## config.mk

```make
export PLATFORM = sky130hd
export DESIGN_NAME = obstacle_field
export DESIGN_NICKNAME = d
export VERILOG_FILES = /design/src/rtl/game_pkg.sv /design/src/rtl/obstacle_field_lfsr.sv /design/src/rtl/obstacle_field.sv
export SDC_FILE = /design/constraint.sdc
export NUM_CORES = 1
export LEC_CHECK = 0
export ABC_AREA = 1
export ABC_CLOCK_PERIOD_IN_PS = 6400
export BUFFER_PORTS_ARGS = -buffer_cell sky130_fd_sc_hd__buf_2
export CORE_ASPECT_RATIO = 1.5
export CORE_UTILIZATION = 35
export DETAILED_ROUTE_END_ITERATION = 8
export PLACE_DENSITY = 0.47
export SYNTH_ARGS = -nofsm -noshare
export SYNTH_HDL_FRONTEND = slang
export SYNTH_SLANG_ARGS = --single-unit
```

## constraint.sdc

```tcl
create_clock -name CLK -period 6.4 [get_ports CLK]
set_input_delay 0.32 -clock CLK [delete_from_list [all_inputs] [get_ports CLK]]
set_output_delay 0.32 -clock CLK [all_outputs]
set_load 0.03 [all_outputs]
```

## src/rtl/game_pkg.sv

```systemverilog
// game_pkg: shared game state encoding and RUN/HOLD/CLR mode decode
package game_pkg;
  typedef enum logic [3:0] {
    TITLE0, TITLE1, TITLE2, TITLE3, TITLE4,
    RUN1, RUN2, JUMP1, JUMP2, DUCK1, DUCK2,
    IDLE, CHARSEL0, CHARSEL1
  } game_state_t;
  typedef enum logic [1:0] {MODE_CLR, MODE_RUN, MODE_HOLD} mode_t;
  function automatic mode_t decode_mode(input logic [3:0] s);
    return (s >= RUN1 && s <= DUCK2) ? MODE_RUN : (s == IDLE) ? MODE_HOLD : MODE_CLR;
  endfunction
endpackage

```

## src/rtl/obstacle_field_lfsr.sv

```systemverilog
// obstacle_field_lfsr: 13-bit Fibonacci LFSR (x^13+x^4+x^3+x+1)
//   clock/reset in, random[12:0] out (current register state)
module obstacle_field_lfsr (
  input  logic        clock,
  input  logic        reset,
  output logic [12:0] random
);
  always_ff @(posedge clock)
    if (reset) random <= 13'h1;
    else random <= {random[11:0], random[12] ^ random[3] ^ random[2] ^ random[0]};
endmodule

```

## src/rtl/obstacle_field.sv

```systemverilog
// obstacle_field: scrolling multi-obstacle playfield with ramping speed and dashed ground line
//   in : CLK, RESET (sync, active-high), state (game FSM), hc/vc (pixel counters)
//   out: level_pix/obstacle_pix (registered colour indices), obs_valid (slot mask),
//        speed (px/frame), spawn_drop (pulse when a spawn finds no free slot)
module obstacle_field
  import game_pkg::*;
#(
  parameter int CIDXW = 3,
  parameter int CORDW = 10,
  parameter int NOBS = 4,
  parameter int OBS_W = 16,
  parameter int OBS_H = 12,
  parameter int X_START = 750,
  parameter int X_END = 170,
  parameter int LANE0_Y = 160,
  parameter int LANE1_Y = 200,
  parameter int LANE2_Y = 250,
  parameter int GROUND_Y = 308,
  parameter int SPAWN_FRAMES = 45,
  parameter int RAMP_FRAMES = 600,
  parameter int SPEED_MIN = 2,
  parameter int SPEED_MAX = 8
) (
  input  logic             CLK,
  input  logic             RESET,
  input  logic [3:0]       state,
  input  logic [CORDW-1:0] hc,
  input  logic [CORDW-1:0] vc,
  output logic [CIDXW:0]   level_pix,
  output logic [CIDXW:0]   obstacle_pix,
  output logic [NOBS-1:0]  obs_valid,
  output logic [3:0]       speed,
  output logic             spawn_drop
);
  localparam int W1 = CORDW + 1;
  localparam int SW = $clog2(SPAWN_FRAMES + 1);
  localparam int RW = $clog2(RAMP_FRAMES + 1);
  mode_t mode;
  logic [12:0] rnd;
  logic at_origin, origin_q, tick, spawn_fire, ramp_fire;
  logic [W1-1:0] hc1, vc1;
  logic [NOBS-1:0] valid_q, valid_d, keep, load, sel, hit;
  logic [CORDW-1:0] x_q [NOBS];
  logic [CORDW-1:0] x_d [NOBS];
  logic [1:0] lane_q [NOBS];
  logic [1:0] lane_d [NOBS];
  logic [W1-1:0] lane_top [NOBS];
  logic [1:0] lane_new;
  logic [SW-1:0] spawn_q, spawn_d;
  logic [RW-1:0] ramp_q, ramp_d;
  logic [3:0] speed_q, speed_d;
  logic [2:0] phase_q, phase_d;
  logic drop_d, drop_q, draw;
  logic [CIDXW:0] level_d, level_q, obst_d, obst_q;
  obstacle_field_lfsr u_lfsr (.clock(CLK), .reset(RESET), .random(rnd));
  assign mode = decode_mode(state);
  assign hc1 = {1'b0, hc};
  assign vc1 = {1'b0, vc};
  assign at_origin = hc == '0 && vc == '0;
  assign tick = at_origin && !origin_q && mode == MODE_RUN;
  assign lane_new = 2'(rnd % 13'd3);
  assign spawn_fire = tick && spawn_q == SW'(SPAWN_FRAMES - 1);
  assign ramp_fire = tick && ramp_q == RW'(RAMP_FRAMES - 1);
  // Lowest free slot after this tick's retire, isolated as a one-hot bit
  assign sel = ~keep & (keep + NOBS'(1));
  for (genvar i = 0; i < NOBS; i++) begin : g_slot
    assign keep[i] = valid_q[i] && !(tick && {1'b0, x_q[i]} < W1'(X_END) + W1'(speed_q));
    assign load[i] = spawn_fire && sel[i];
    assign valid_d[i] = keep[i] | load[i];
    assign x_d[i] = load[i] ? CORDW'(X_START) : (tick && keep[i]) ? x_q[i] - CORDW'(speed_q) : x_q[i];
    assign lane_d[i] = load[i] ? lane_new : lane_q[i];
    assign lane_top[i] = W1'(lane_q[i] == 2'd2 ? LANE2_Y : lane_q[i] == 2'd1 ? LANE1_Y : LANE0_Y);
    assign hit[i] = valid_q[i] && hc1 >= {1'b0, x_q[i]} && hc1 < {1'b0, x_q[i]} + W1'(OBS_W)
                    && vc1 >= lane_top[i] && vc1 < lane_top[i] + W1'(OBS_H);
  end
  assign spawn_d = !tick ? spawn_q : spawn_fire ? '0 : spawn_q + SW'(1);
  assign ramp_d = !tick ? ramp_q : ramp_fire ? '0 : ramp_q + RW'(1);
  assign speed_d = (ramp_fire && speed_q < 4'(SPEED_MAX)) ? speed_q + 4'd1 : speed_q;
  assign phase_d = tick ? phase_q - speed_q[2:0] : phase_q;
  assign drop_d = spawn_fire && &keep;
  assign draw = mode != MODE_CLR && hc1 >= W1'(X_END) && hc1 <= W1'(X_START);
  assign level_d = (draw && ((vc1 == W1'(GROUND_Y) && hc[2:0] == phase_q)
                   || (vc1 == W1'(GROUND_Y + 1) && hc[2:0] != phase_q))) ? (CIDXW+1)'(7) : '0;
  assign obst_d = (draw && |hit) ? (CIDXW+1)'(8) : '0;
  // Origin tracker runs in every mode so a tick is only the first cycle at {0,0}
  always_ff @(posedge CLK)
    if (RESET) origin_q <= 1'b1;
    else origin_q <= at_origin;
  always_ff @(posedge CLK) begin
    x_q <= x_d;
    lane_q <= lane_d;
    if (RESET || mode == MODE_CLR) begin
      valid_q <= '0;
      spawn_q <= '0;
      ramp_q <= '0;
      speed_q <= 4'(SPEED_MIN);
      phase_q <= '0;
      drop_q <= 1'b0;
      level_q <= '0;
      obst_q <= '0;
    end else begin
      valid_q <= valid_d;
      spawn_q <= spawn_d;
      ramp_q <= ramp_d;
      speed_q <= speed_d;
      phase_q <= phase_d;
      drop_q <= drop_d;
      level_q <= level_d;
      obst_q <= obst_d;
    end
  end
  assign level_pix = level_q;
  assign obstacle_pix = obst_q;
  assign obs_valid = valid_q;
  assign speed = speed_q;
  assign spawn_drop = drop_q;
endmodule

```

==> results of run 1 <==
power by group through the flow:
| stage | clock network (mW) | logic (mW) | registers, mW |
|---|---|---|---|
| after floorplan | 0 | 0.106 | 0.604 |
| after global placement | 0 | 0.173 | 0.605 |
| after detailed placement | 0 | 0.173 | 0.605 |
| after CTS | 0.653 | 0.174 | 0.591 |
| after global routing | 0.676 | 0.196 | 0.591 |
| final | 0.632 | 0.172 | 0.591 |
worst register-to-register path, cell delays in order (launching register included):
cell and delay (ps):
dfxtp_1 850, ha_1 310, xor2_1 490, ha_1 260, a21oi_1 90, o21ai_0 160, nand2_1 60, nand4_1 120
o21ai_1 250, nor2_1 270, inv_1 110, nor3_1 370, a21oi_1 110, or3b_2 440
layer usage:
layer / track usage (%) / vias to the layer above / wire length (um)
li1: - / 3831 / -
met4: 9.59 / 0 / 905
met2: 37.0 / 117 / 12000
met5: 0 / - / 0
met3: 2.55 / 50 / 634
met1: 23.2 / 3342 / 9900
flip-flops by register name, summed over array words and instances, names as in the netlist:
| name | cells |
|---|---|
| obstacle_pix | 1 |
| level_pix | 1 |
| x_q | 40 |
| u_lfsr.random | 13 |
| speed | 4 |
| spawn_drop | 1 |
| obs_valid | 4 |
| phase_q | 3 |
| ramp_q | 10 |
| spawn_q | 6 |
| origin_q | 1 |
| lane_q | 8 |
synth_stat cells, types with 3 or more instances:
library cell    n  area, um2
nand4_1        24        150
or2_2           6       37.5
o211ai_1        9       67.6
buf_4           6       45.0
o21ai_2         4       35.0
o21a_1         20        150
fa_1            6        120
a21o_1          3       22.5
ha_1          167       2090
nand3b_1        9       67.6
a21boi_0        7       52.6
nand2_2        12       75.1
nor3_1         32        160
o221ai_1        3       26.3
o21bai_1        9       67.6
nand3_1        51        255
nand2_1       133        499
o311ai_0        4       35.0
nor4_1          9       56.3
edfxtp_1        8        240
a211oi_1        6       45.0
a21oi_1        75        375
o32ai_1         3       26.3
clkbuf_1        7       26.3
nor2_1        101        379
a31oi_1         6       37.5
xor2_1         18        158
dfxtp_1        84       1680
xnor2_1         9       78.8
inv_1         183        687
nand3_2         7       70.1
o21ai_0        57        285
layout by cell type, fill, tap and decap left out, types with 3 or more instances in the layout:
master	n
a21o_1	3
o21ai_0	57
o21ai_2	4
nand2_2	12
o32ai_1	3
edfxtp_1	8
ha_1	167
inv_1	183
xor2_1	18
dfxtp_1	84
nand3_1	51
nand2_1	133
conb_1	4
o21a_1	20
a21boi_0	7
nor4_1	9
o211ai_1	9
xnor2_1	9
nand3_2	7
or2_2	6
o311ai_0	4
clkbuf_16	11
a31oi_1	6
o221ai_1	3
o21bai_1	9
fa_1	6
nor2_1	101
nand3b_1	9
a211oi_1	6
nor3_1	32
nand4_1	24
a21oi_1	75
buf_2	38
through the flow:
| stage | total power [mW] | instance area [um2] | setup slack (ps) |
|---|---|---|---|
| finish | 1.40 | 9240 | 2400 |
| global route | 1.46 | 9240 | 1970 |
| CTS | 1.42 | 9240 | 2310 |
| detailed placement | 0.778 | 8880 | 2340 |
| global placement | 0.778 | 8880 | 2370 |
| floorplan | 0.710 | 8360 | 3190 |
kinds of logic after synthesis:
group / after synthesis / synth area share, %
adders and majority gates: 173 / 26.5
other: 1 / 0.0449
DFF: 92 / 23.0
AOI/OAI and AO/OA: 221 / 16.4
xor gates and xnor gates: 27 / 2.83
buffers and inverters: 200 / 9.26
and+or+nand+nor: 394 / 22.0
final cells by class:
type,instances,area [um2]
clock buffers,11,275
clock inverters,5,78.8
fillers,2471,14000
inverters,187,702
multi-input cells,819,5670
flip-flops and latches,92,1920
well taps,315,394
repair buffers,39,198
path summary, 6_finish.rpt:
kind / start / end / slack, ps / cells after the start
hold / removal: RESET / u_lfsr.random[5] / 360 / 2
setup / recovery: speed[1] / x_q[26] / 2400 / 13
hold reg to reg: spawn_q[5] / spawn_q[5] / 450 / 1
setup reg to reg: speed[1] / x_q[26] / 2400 / 13
==> impl_metrics.env, run 1 <==
export IMPL_areaGrowthSynthToFinish_pct=10.6
export IMPL_netSwitchingFraction_pct=25.8
export IMPL_grt_max_degree=17
export IMPL_ant_nets=0
export IMPL_hold_violations=0
export IMPL_pwr_share_clk_pct=45.3
export IMPL_postCtsSetupBuffers=0
export IMPL_netlist_instances=1108
export IMPL_clock_fmax_ghz=0.250
export IMPL_dpl_cell_count=1452
export IMPL_startpoint_type="register"
export IMPL_p_leak_nw=4.36
export IMPL_cp_max_fo=14
export IMPL_wire_per_inst_um=15.9
export IMPL_synth_area_um2=8350
export IMPL_final_max_slew_viol_count=0
export IMPL_wl_um=23400
export IMPL_drtPass1Iterations=4
export IMPL_synth_ff_type="dfxtp_1"
export IMPL_viasPerCell=5.00
export IMPL_arrival_ps=4240
export IMPL_die_h_um=191
export IMPL_worst_ep_required_time_ps=6630
export IMPL_ys_seq_area_share_pct=23.0
export IMPL_die_width_um=128
export IMPL_relSlewSlack_pct=46.3
export IMPL_worstSetupEndpointType="register"
export IMPL_tns_ps=0
export IMPL_finalSetupViolations=0
export IMPL_numCtsBuffers=9
export IMPL_layout_drive_gt1_share_pct=8.24
export IMPL_tightest_slew_ps=804
export IMPL_initial_core_util_pct=36.0
export IMPL_crit_type="register to register"
export IMPL_cap_violations=0
export IMPL_grt_pass1_wl_um=38100
export IMPL_rows=68
export IMPL_finClkSkew_ps=9.14
export IMPL_place_gp_congestion=0.828
export IMPL_min_period_ps=4000
export IMPL_cp_cell_sequence="ha_1, xor2_1, ha_1, a21oi_1, o21ai_0, nand2_1, nand4_1, o21ai_1, nor2_1, inv_1, nor3_1, a21oi_1, or3b_2"
export IMPL_holdWs_ps=361
export IMPL_ys_seq_elements=92
export IMPL_cts_resized=0
export IMPL_h_tree_depth=3
export IMPL_drtIter0Drc=251
export IMPL_ir_worst_vdd_uv=102
export IMPL_port_buffers=38
export IMPL_switching_power_mw=0.360
export IMPL_grtUsageTotal_pct=20.3
export IMPL_grt_setup_unrepaired="false"
export IMPL_via_count=7340
export IMPL_grt_overflow_total=0
export IMPL_final_instance_count_excl_fill=1468
export IMPL_status="completed"
export IMPL_hp_class="input pin to register"
export IMPL_antenna_found_initial=0
export IMPL_syn_area_per_cell_um2=7.54
export IMPL_num_io_pins=43
export IMPL_cts_tree="built"
export IMPL_synthArstFlopShare_pct=0
export IMPL_yosysUniqueCellTypes=51
export IMPL_clk_path_buf_depth=2
export IMPL_antenna_cells=0
export IMPL_fin_crit_sh_pct=62.5
export IMPL_power_frac_seq_pct=42.4
export IMPL_max_stage_delay_ps=850
export IMPL_p_int_mw=1.04
export IMPL_final_util_pct=39.8
export IMPL_synth_edf_count=8
export IMPL_drc_errors=0
export IMPL_root_buffer="clkbuf_16"
export IMPL_clkLatencyLatePin_ps=360
export IMPL_die_area_um2=24500
export IMPL_cpMaxStageDelayCell="dfxtp_1"
export IMPL_p_per_area_nw_per_um2=151
export IMPL_yosysWarnings=0
export IMPL_clk_pin_slew_ps=70
export IMPL_crit_family="simple AND/OR/NAND/NOR gates"
export IMPL_finish_net_count=1347
export IMPL_hpwl_um=19300
export IMPL_cts_sinks=92
export IMPL_cts_hold_buf=0
export IMPL_fp_coreArea_um2=23200
export IMPL_grt_pass1_vias=7306
export IMPL_p_comb_share_pct=12.3
export IMPL_crit_buf_inv=1
No activity file was read; power rests on OpenSTA's default activity.
==> run 2: changes to the inputs <==
- ABC_CLOCK_PERIOD_IN_PS: 6400 -> 3350
- PLACE_DENSITY: 0.47 -> 0.49
- clock period: 6.4 -> 3.35 ns (I/O delays scaled with it)
==> impl_metrics.env, run 2 (synthesis gave the netlist of run 1 again) <==
export IMPL_status="finished with violations"
export IMPL_violations="negative setup slack"
export IMPL_startpoint_type="register"
export IMPL_cpMaxStageDelayCell="dfxtp_2"
export IMPL_final_util_pct=42.1
export IMPL_crit_type="register to register"
export IMPL_min_period_ps=3490
export IMPL_clkLatencyLatePin_ps=360
export IMPL_ant_nets=0
export IMPL_layout_drive_gt1_share_pct=14.7
export IMPL_fin_crit_sh_pct=104
export IMPL_worst_ep_required_time_ps=3450
export IMPL_final_max_slew_viol_count=0
export IMPL_finish_net_count=1395
export IMPL_relSlewSlack_pct=56.6
export IMPL_root_buffer="clkbuf_16"
export IMPL_arrival_ps=3590
export IMPL_p_leak_nw=4.63
export IMPL_via_count=7553
export IMPL_p_per_area_nw_per_um2=270
export IMPL_clk_path_buf_depth=2
export IMPL_hold_violations=0
export IMPL_antenna_found_initial=0
export IMPL_clock_fmax_ghz=0.287
export IMPL_num_io_pins=43
export IMPL_ir_worst_vdd_uv=182
export IMPL_hpwl_um=19700
export IMPL_die_area_um2=24500
export IMPL_crit_family="simple AND/OR/NAND/NOR gates"
export IMPL_max_stage_delay_ps=340
export IMPL_crit_top_cell="nand2_2"
export IMPL_grt_setup_unrepaired="true"
export IMPL_drtIter0Drc=323
export IMPL_grt_pass1_vias=7454
export IMPL_final_cell_mix="inv_1, ha_1, nand2_1"
export IMPL_hp_class="input pin to register"
export IMPL_areaGrowthSynthToFinish_pct=17.0
export IMPL_wl_um=24300
export IMPL_fp_coreArea_um2=23200
export IMPL_final_instance_count_excl_fill=1515
export IMPL_cts_tree="built"
export IMPL_drtPass1Iterations=5
export IMPL_viasPerCell=4.99
export IMPL_antenna_cells=0
export IMPL_cts_sinks=92
export IMPL_tightest_slew_ps=643
export IMPL_grt_max_degree=17
export IMPL_dpl_cell_count=1487
export IMPL_cp_max_fo=4
export IMPL_rows=68
export IMPL_die_h_um=191
export IMPL_grtUsageTotal_pct=20.8
export IMPL_h_tree_depth=3
export IMPL_drc_errors=0
export IMPL_finClkSkew_ps=11.8
export IMPL_place_gp_congestion=0.838
export IMPL_mostFrequentLayoutCell="inv_1"
export IMPL_port_buffers=38
export IMPL_cts_hold_buf=0
export IMPL_initial_core_util_pct=36.0
export IMPL_worstSetupEndpointType="register"
export IMPL_grt_overflow_total=0
export IMPL_cap_violations=0
export IMPL_die_width_um=128
export IMPL_finalSetupViolations=8
export IMPL_top_register="x_q"
export IMPL_wire_per_inst_um=16.0
export IMPL_numCtsBuffers=9
export IMPL_worst_slack_ps=-135
export IMPL_largest_register_ff_count=40
export IMPL_reg_largest_list="x_q (40), u_lfsr.random (13), ramp_q (10)"
export IMPL_clk_pin_slew_ps=70
export IMPL_grt_pass1_wl_um=38800
export IMPL_crit_buf_inv=5
-- run 2: cell type report --
type                       count  area, um2
clock buffer                  12        278
clock inverter                 3       41.3
fill                        2453      13500
inverter                     187        702
multi-input combinational    819       5870
sequential                    92       1920
tap                          315        394
timing repair buffer          87        558
-- run 2: final timing paths --
kind | from | to | slack [ps] | cells past startpoint
max | u_lfsr.random[10] | lane_q[7] | -140 | 27
min | RESET | u_lfsr.random[11] | 220 | 2
max reg2reg | u_lfsr.random[10] | lane_q[7] | -140 | 27
min reg2reg | spawn_q[5] | spawn_q[5] | 470 | 1
-- run 2: metal layers --
layer  GRT usage [%]  vias to the layer above  routed length (um)
met5               0                        -                   0
met4            8.96                        0                 784
met3            2.83                       39                 823
met2            38.0                      119               12300
met1            23.8                     3465               10400
li1                -                     3930                   -
-- run 2: stage by stage --
stage	hold slack, ps	TNS, ps	instance area [um2]	setup slack, ps	total power, mW
2_1_floorplan	240	0	8360	141	1.36
3_3_place_gp	460	0	9150	49.1	1.48
3_5_place_dp	466	-386	9150	-82.7	1.49
4_1_cts	210	-46.0	9510	-12.2	2.63
5_1_grt	229	-2930	9770	-373	2.76
6_report	222	-1040	9770	-135	2.64
-- run 2: what timing repair did --
item | 4_1_cts | 5_1_grt
setup buffers | 4 | 9
setup endpoints to repair | 8 | 11
pin swaps | 3 | 34
gates resized for setup | 7 | 43
-- run 2: where the power goes --
group	switching (mW)	internal (mW)
sequential	0.00891	1.12
clock	0.465	0.661
combinational	0.227	0.152
total	0.700	1.94
